### config.mk
export PLATFORM = sky130hd
export DESIGN_NAME = csr_hpm_counters
export DESIGN_NICKNAME = d
export VERILOG_FILES = /design/src/rtl/csr_hpm_counters.sv
export SDC_FILE = /design/constraint.sdc
export NUM_CORES = 1
export LEC_CHECK = 0
export CAP_MARGIN = 20
export CORE_ASPECT_RATIO = 1.4
export CORE_UTILIZATION = 40
export DETAILED_ROUTE_END_ITERATION = 8
export GPL_TIMING_DRIVEN = 0
export PLACE_DENSITY = 0.6
export SLEW_MARGIN = 10
export SYNTH_ARGS = -nofsm -noshare
export SYNTH_HDL_FRONTEND = slang
export SYNTH_SLANG_ARGS = --single-unit
### constraint.sdc
create_clock -name clock -period 6.5 [get_ports clock]
set_input_delay 1.625 -clock clock [delete_from_list [all_inputs] [get_ports clock]]
set_output_delay 1.625 -clock clock [all_outputs]
set_load 0.05 [all_outputs]
### src/rtl/csr_hpm_counters.sv
// ---------------------------------------------------------------------------
// csr_hpm_counters
//
// Machine-mode counter CSRs: mcycle, minstret, NUM_HPM programmable
// performance counters (mhpmcounter3..) with their event selectors
// (mhpmevent3..), and mcountinhibit. Sits beside the machine CSR block.
// The read address comes from decode, the write port from execute and the
// event strobes from the pipeline.
//
// Optional feature, selected with the macro CSR_HPM_OVF_IRQ_EN:
//   defined   - each mhpmcounter has a sticky overflow (OF) bit in
//               mhpmevent[31], and ovf_irq is the registered OR of all OF bits.
//   undefined - no OF logic is built; mhpmevent[31] reads 0 and ignores
//               writes; ovf_irq is tied 0. Counters still wrap silently.
//
// Parameters:
//   NUM_HPM    - implemented mhpmcounter/mhpmevent pairs (0..29)
//   CNT_WIDTH  - implemented width of each mhpmcounter (33..64)
//   NUM_EVENTS - width of the event strobe bus (1..31)
//
// Ports:
//   clock   - system clock
//   reset   - asynchronous active-low reset
//   crden   - read enable
//   craddr  - read CSR address
//   cdata   - read data, combinational from current register state
//   chit    - craddr is a CSR owned by this block and crden=1
//   cwren   - write enable
//   cwaddr  - write CSR address
//   cwdata  - write data, already resolved for csrrs/csrrc
//   retire  - one instruction retired this cycle
//   events  - per-cycle event strobes
//   ovf_irq - registered counter-overflow interrupt request (mip bit 13)
// ---------------------------------------------------------------------------
`timescale 1ns/1ps

module csr_hpm_counters #(
   parameter int NUM_HPM    = 4,
   parameter int CNT_WIDTH  = 48,
   parameter int NUM_EVENTS = 8
) (
   input  logic                  clock,
   input  logic                  reset,
   input  logic                  crden,
   input  logic [11:0]           craddr,
   output logic [31:0]           cdata,
   output logic                  chit,
   input  logic                  cwren,
   input  logic [11:0]           cwaddr,
   input  logic [31:0]           cwdata,
   input  logic                  retire,
   input  logic [NUM_EVENTS-1:0] events,
   output logic                  ovf_irq
);

   // Arrays keep at least one entry so NUM_HPM=0 still elaborates.
   localparam int NH = (NUM_HPM > 0) ? NUM_HPM : 1;
   // Width of the implemented upper half of an mhpmcounter.
   localparam int HW = CNT_WIDTH - 32;

   // Address blocks of 32 CSRs, selected by address bits [11:5].
   localparam logic [6:0] BLK_CNT_LO = 7'h58;   // 0xB00..0xB1F
   localparam logic [6:0] BLK_CNT_HI = 7'h5C;   // 0xB80..0xB9F
   localparam logic [6:0] BLK_EVT    = 7'h19;   // 0x320..0x33F

   localparam logic [4:0] IDX_CYCLE   = 5'd0;
   localparam logic [4:0] IDX_INSTRET = 5'd2;
   localparam logic [4:0] IDX_HPM0    = 5'd3;

   // ------------------------------------------------------------------
   // Write decode
   // ------------------------------------------------------------------
   logic       wr_cnt_lo;
   logic       wr_cnt_hi;
   logic       wr_evt;
   logic [4:0] widx;

   assign widx      = cwaddr[4:0];
   assign wr_cnt_lo = cwren && (cwaddr[11:5] == BLK_CNT_LO);
   assign wr_cnt_hi = cwren && (cwaddr[11:5] == BLK_CNT_HI);
   assign wr_evt    = cwren && (cwaddr[11:5] == BLK_EVT);

   // mhpmevent and mcountinhibit share a block; index 0 is mcountinhibit.
   logic wr_inhibit;
   assign wr_inhibit = wr_evt && (widx == 5'd0);

   // ------------------------------------------------------------------
   // mcountinhibit: CY and IR bits (HPM bits live with each counter)
   // ------------------------------------------------------------------
   logic inh_cy_q;
   logic inh_ir_q;

   // NOTE: state is written with non-blocking assignments so every register
   // in the block samples the same pre-edge values, whatever the block order.
   always_ff @(posedge clock or negedge reset) begin
      if (!reset) begin
         inh_cy_q <= 1'b0;
         inh_ir_q <= 1'b0;
      end else if (wr_inhibit) begin
         inh_cy_q <= cwdata[0];
         inh_ir_q <= cwdata[2];
      end
   end

   // ------------------------------------------------------------------
   // mcycle / minstret: 64 bits, no overflow flag. A write to either half
   // wins over the increment and leaves the other half untouched.
   // ------------------------------------------------------------------
   logic [63:0] mcycle_q;
   logic [63:0] minstret_q;

   always_ff @(posedge clock or negedge reset) begin
      if (!reset) begin
         mcycle_q <= '0;
      end else if (wr_cnt_lo && (widx == IDX_CYCLE)) begin
         mcycle_q[31:0] <= cwdata;
      end else if (wr_cnt_hi && (widx == IDX_CYCLE)) begin
         mcycle_q[63:32] <= cwdata;
      end else if (!inh_cy_q) begin
         mcycle_q <= mcycle_q + 64'd1;
      end
   end

   always_ff @(posedge clock or negedge reset) begin
      if (!reset) begin
         minstret_q <= '0;
      end else if (wr_cnt_lo && (widx == IDX_INSTRET)) begin
         minstret_q[31:0] <= cwdata;
      end else if (wr_cnt_hi && (widx == IDX_INSTRET)) begin
         minstret_q[63:32] <= cwdata;
      end else if (retire && !inh_ir_q) begin
         minstret_q <= minstret_q + 64'd1;
      end
   end

   // ------------------------------------------------------------------
   // Programmable counters
   // ------------------------------------------------------------------
   logic [CNT_WIDTH-1:0]  hpm_cnt  [NH];
   logic [NUM_EVENTS-1:0] hpm_mask [NH];
   logic                  hpm_inh  [NH];
`ifdef CSR_HPM_OVF_IRQ_EN
   logic                  hpm_of   [NH];
`endif

   for (genvar k = 0; k < NUM_HPM; k++) begin : g_hpm
      localparam logic [4:0] IDX = 5'(k + 3);

      logic [CNT_WIDTH-1:0]  cnt_q;
      logic [NUM_EVENTS-1:0] mask_q;
      logic                  inh_q;
      logic                  sel_lo;
      logic                  sel_hi;
      logic                  sel_evt;
      logic                  inc;

      assign sel_lo  = wr_cnt_lo && (widx == IDX);
      assign sel_hi  = wr_cnt_hi && (widx == IDX);
      assign sel_evt = wr_evt && (widx == IDX);
      // Any selected event counts as exactly one; a zero mask never counts.
      assign inc     = (|(events & mask_q)) && !inh_q;

      always_ff @(posedge clock or negedge reset) begin
         if (!reset) begin
            cnt_q <= '0;
         end else if (sel_lo) begin
            cnt_q[31:0] <= cwdata;
         end else if (sel_hi) begin
            cnt_q[CNT_WIDTH-1:32] <= cwdata[HW-1:0];
         end else if (inc) begin
            cnt_q <= cnt_q + CNT_WIDTH'(1);
         end
      end

      always_ff @(posedge clock or negedge reset) begin
         if (!reset) begin
            mask_q <= '0;
            inh_q  <= 1'b0;
         end else begin
            if (sel_evt) begin
               mask_q <= cwdata[NUM_EVENTS-1:0];
            end
            if (wr_inhibit) begin
               inh_q <= cwdata[3 + k];
            end
         end
      end

`ifdef CSR_HPM_OVF_IRQ_EN
      logic of_q;
      logic wrap;

      // A counter write suppresses the increment, so it also suppresses wrap.
      assign wrap = inc && !sel_lo && !sel_hi && (cnt_q == '1);

      // Sticky; only an mhpmevent write changes it, and that write beats a
      // simultaneous wrap.
      always_ff @(posedge clock or negedge reset) begin
         if (!reset) begin
            of_q <= 1'b0;
         end else if (sel_evt) begin
            of_q <= cwdata[31];
         end else if (wrap) begin
            of_q <= 1'b1;
         end
      end

      assign hpm_of[k] = of_q;
`endif

      assign hpm_cnt[k]  = cnt_q;
      assign hpm_mask[k] = mask_q;
      assign hpm_inh[k]  = inh_q;
   end : g_hpm

   if (NUM_HPM == 0) begin : g_no_hpm
      assign hpm_cnt[0]  = '0;
      assign hpm_mask[0] = '0;
      assign hpm_inh[0]  = 1'b0;
`ifdef CSR_HPM_OVF_IRQ_EN
      assign hpm_of[0]   = 1'b0;
`endif
   end : g_no_hpm

   // ------------------------------------------------------------------
   // Overflow interrupt: registered OR of all OF bits
   // ------------------------------------------------------------------
`ifdef CSR_HPM_OVF_IRQ_EN
   logic of_any;
   logic ovf_irq_q;

   always_comb begin
      of_any = 1'b0;
      for (int k = 0; k < NUM_HPM; k++) begin
         of_any = of_any | hpm_of[k];
      end
   end

   always_ff @(posedge clock or negedge reset) begin
      if (!reset) begin
         ovf_irq_q <= 1'b0;
      end else begin
         ovf_irq_q <= of_any;
      end
   end

   assign ovf_irq = ovf_irq_q;
`else
   assign ovf_irq = 1'b0;
`endif

   // ------------------------------------------------------------------
   // Read mux. Indices 3..31 in the counter/event blocks are always owned;
   // those beyond NUM_HPM simply read 0.
   // ------------------------------------------------------------------
   logic [4:0]  ridx;
   logic [63:0] cnt_sel;
   logic [31:0] evt_sel;
   logic [31:0] inh_rd;

   assign ridx = craddr[4:0];

   // NOTE: every output of this block gets a default first, so no path
   // leaves a value unassigned and no latch is inferred.
   always_comb begin
      cnt_sel = '0;
      evt_sel = '0;
      inh_rd  = '0;
      inh_rd[0] = inh_cy_q;
      inh_rd[2] = inh_ir_q;
      for (int k = 0; k < NUM_HPM; k++) begin
         inh_rd[3 + k] = hpm_inh[k];
         if (ridx == 5'(k + 3)) begin
            cnt_sel = 64'(hpm_cnt[k]);
            evt_sel[NUM_EVENTS-1:0] = hpm_mask[k];
`ifdef CSR_HPM_OVF_IRQ_EN
            evt_sel[31] = hpm_of[k];
`endif
         end
      end
   end

   always_comb begin
      cdata = '0;
      chit  = 1'b0;
      if (crden) begin
         case (craddr[11:5])
            BLK_CNT_LO: begin
               if (ridx == IDX_CYCLE) begin
                  chit  = 1'b1;
                  cdata = mcycle_q[31:0];
               end else if (ridx == IDX_INSTRET) begin
                  chit  = 1'b1;
                  cdata = minstret_q[31:0];
               end else if (ridx >= IDX_HPM0) begin
                  chit  = 1'b1;
                  cdata = cnt_sel[31:0];
               end
            end
            BLK_CNT_HI: begin
               if (ridx == IDX_CYCLE) begin
                  chit  = 1'b1;
                  cdata = mcycle_q[63:32];
               end else if (ridx == IDX_INSTRET) begin
                  chit  = 1'b1;
                  cdata = minstret_q[63:32];
               end else if (ridx >= IDX_HPM0) begin
                  chit  = 1'b1;
                  cdata = cnt_sel[63:32];
               end
            end
            BLK_EVT: begin
               if (ridx == 5'd0) begin
                  chit  = 1'b1;
                  cdata = inh_rd;
               end else if (ridx >= IDX_HPM0) begin
                  chit  = 1'b1;
                  cdata = evt_sel;
               end
            end
            default: begin
            end
         endcase
      end
   end

endmodule : csr_hpm_counters
==> flow_summary.json <==
{
  "status": "complete, but fails checks",
  "violations": "negative setup slack",
  "power_frac_clock_pct": 47.7,
  "row_count": 106,
  "io_buffers": 77,
  "areaGrowthSynthToFinish_pct": 15.90,
  "async_flop_share_pct": 100.0,
  "routed_via_density": 6.628,
  "drt_iter0_drc": 2737,
  "htreeDepth": 2,
  "regToRegStartpoint": "g_hpm[0].mask_q[2]",
  "maxCapViolations": 0,
  "slew_headroom_pct": 19.64,
  "cp_max_fo": 10,
  "synth_area_per_cell_sq_um": 8.032,
  "switchingPower_w": 0.001614,
  "synth.top_cell.area_share_pct": 36.71,
  "p_int_w": 0.004072,
  "crit_start": "craddr[2]",
  "critPathArrivalTime_ns": 4.90,
  "rsz0062_at_grt": "true",
  "setup_viol": 2,
  "yosys.area.top_type": "dfrtp_1",
  "power_density_nw_per_um2": 201.1,
  "cts_setup_buffers": 0,
  "grt_pass1_wl_mm": 188.7,
  "drc": 0,
  "worstSetupStartpointType": "input port",
  "dp_worst_setup_slack_ns": -1.306,
  "ios": 103,
  "die-area_sq_um": 62010,
  "drive_above_1_share_pct": 9.810,
  "place_hpwl_mm": 102.2,
  "max_freq_mhz": 153.2,
  "cts_inserted_buffers": 42,
  "hold_depth": 1,
  "wl_per_cell_um": 33.34,
  "p_sw_share_pct": 28.38,
  "syn_inst": 3038,
  "synth_edf_count": 0,
  "peakVddDrop_mv": 0.1980,
  "ys.flop_type": "dfrtp_1",
  "crit_type": "in2out",
  "endpoint_kind": "output port",
  "finalCritPeriodShare_pct": 100.4,
  "wl_mm": 134.2,
  "hold_class": "reg2reg",
  "ant_nets": 0,
  "antenna_found_initial": 3,
  "initial_core_util_pct": 40.71,
  "cp.required_ns": 4.88,
  "p_leak_nw": 10.57,
  "final_core_util_pct": 47.18,
  "fin_nets": 3254,
  "place_congestion": 1.089,
  "pwr-share-seq_pct": 42.7,
  "period_minus_slack_ns": 6.527,
  "vias": 26673,
  "cts-root-buf": "clkbuf_16",
  "hp-start": "g_hpm[1].mask_q[2]",
  "synth_nets": 3113,
  "firstDrtPassIters": 6,
  "worstMarginPinSlew_ns": 1.190,
  "ys_ff_latch": 358,
  "setup_ws_ns": -0.02661,
  "numClockSinks": 358,
  "die_h_um": 294.2,
  "yosysSeqAreaShare_pct": 36.71,
  "worst_r2r_path_depth": 7,
  "grt_overflow": 0,
  "synthesis.area_sq_um": 24400,
  "fillers": 6007,
  "fin_skew_ns": 0.01704,
  "ctsHoldBuffers": 0,
  "slew_violations": 0,
  "power_frac_comb_pct": 9.5,
  "grt_pass1_vias": 25631,
  "grt_max_degree": 106,
  "grtUsageTotal_pct": 43.03,
  "insertion_delay_ns": 0.60,
  "ys_warn_count": 0,
  "hold_violations": 0,
  "die_x_um": 210.7,
  "whs_ns": 0.5330,
  "cts_buffer_depth": 3,
  "netlist_top_cells_area": "dfrtp_1 37%, nand2_1 6.2%, o21ai_0 5.1%",
  "synthDistinctLibCells": 78,
  "cts_tree": "yes",
  "path_clk_slew_ns": 0.06,
  "coreArea_sq_um": 59950
}
## worst paths after layout
check	endpoint	slack [ns]
max in group asynchronous	mcycle_q[7]	4.46
worst max-delay path	cdata[1]	-0.03
min in group asynchronous	g_hpm[2].cnt_q[0]	0.97
worst min-delay path	g_hpm[1].mask_q[2]	0.53
worst max register to register	g_hpm[0].cnt_q[22]	3.02
worst min register to register	g_hpm[1].mask_q[2]	0.53
## stage by stage
stage	total power, W	area [sq um]	setup TNS, ns	cells
after CTS	0.005668	28270	-0.04628	4019
after floorplan	0.002624	24400	0	3038
final	0.005686	28280	-0.02839	4024
after global routing	0.005793	28270	-0.009911	4021
after global placement	0.002959	26190	-4737.76	3925
after detailed placement	0.002976	26510	-32.43	3944
## area by class of cell
cell class                      instances  area [sq um]  area share, %
Clock inverter                         15         252.7         0.8937
Antenna cell                            3         7.507        0.02655
Clock buffer                           61          1266          4.477
Multi-Input combinational cell       2426         14750          52.15
Buffer                                206         860.8          3.044
Inverter                               46         172.7         0.6105
Timing Repair Buffer                   99          1001          3.539
Sequential cell                       358          8959          31.68
Tap cell                              810          1013          3.584
## power groups by stage
stage / Sequential (W) / Clock [W] / Combinational [W]
after CTS: 0.00242 / 0.00272 / 0.000523
after detailed placement: 0.00246 / 0 / 0.000514
after floorplan: 0.00239 / 0 / 0.000231
after global routing: 0.00243 / 0.00280 / 0.000567
after global placement: 0.00246 / 0 / 0.000494
final: 0.00243 / 0.00271 / 0.000542
## metal layers
metal | up-vias | routed length, um | global-route usage, %
met4 | 2 | 14400 | 38.16
li1 | 11498 | - | -
met3 | 526 | 11220 | 8.997
met1 | 13078 | 47140 | 47.63
met2 | 1569 | 61380 | 69.76
met5 | - | 11 | 0
## placed cells by master, fill, tap and decap left out, types with 82 or more instances in the layout
master and n:
a21oi_1 191, clkbuf_1 146, dfrtp_1 358, nand2_1 404, nand3_1 189, nand4_1 114
nor2_1 248, nor3_1 82, o21ai_0 233, xnor2_1 106, xor2_1 94
## worst max-delay path, cell delays in order
cell             delay [ns]
clkdlybuf4s50_1        0.67
or3b_2                 0.59
nand2b_1               0.20
clkbuf_1               0.18
clkbuf_2               0.32
o2bb2ai_1              0.23
o21ai_0                0.12
a21oi_2                0.26
o31a_1                 0.27
clkdlybuf4s15_2        0.41
## state kept, by name, indices dropped and copies added (netlist names)
name / flops
g_hpm.mask_q: 32
g_hpm.inh_q: 4
mcycle_q: 64
inh_ir_q: 1
g_hpm.cnt_q: 192
minstret_q: 64
inh_cy_q: 1
## synth_stat cells, drive strengths merged (24+ instances only)
library cell  count
nand2           406
dfrtp           358
nor2            252
o21ai           252
a21oi           192
nand3           189
clkbuf          184
nand4           116
xnor2           106
xor2             94
nor3             82
o22ai            77
mux2i            61
nor4             61
mux2             57
and3             52
inv              46
or3              39
a221oi           37
a22oi            32
and4             32
nand2b           31
o211ai           26
buf              24
## kinds of logic after synthesis
| logic type | count (synthesis) | share of synthesized area, % |
|---|---|---|
| AOI/OAI and AO/OA | 764 | 19.53 |
| xor gates and xnor gates | 200 | 7.178 |
| adders and majority gates | 6 | 0.3076 |
| buffers and inverters | 254 | 3.989 |
| DFF | 358 | 36.71 |
| muxes | 118 | 5.133 |
| other | 1 | 0.01537 |
| and+or+nand+nor | 1337 | 27.13 |
## timing repair
action,CTS,global route
setup endpoints to repair,32,30
pin swaps,1,0
cloned,0,0
gates resized for setup,174,41
Note: power is estimated with default switching activity, not from simulation.
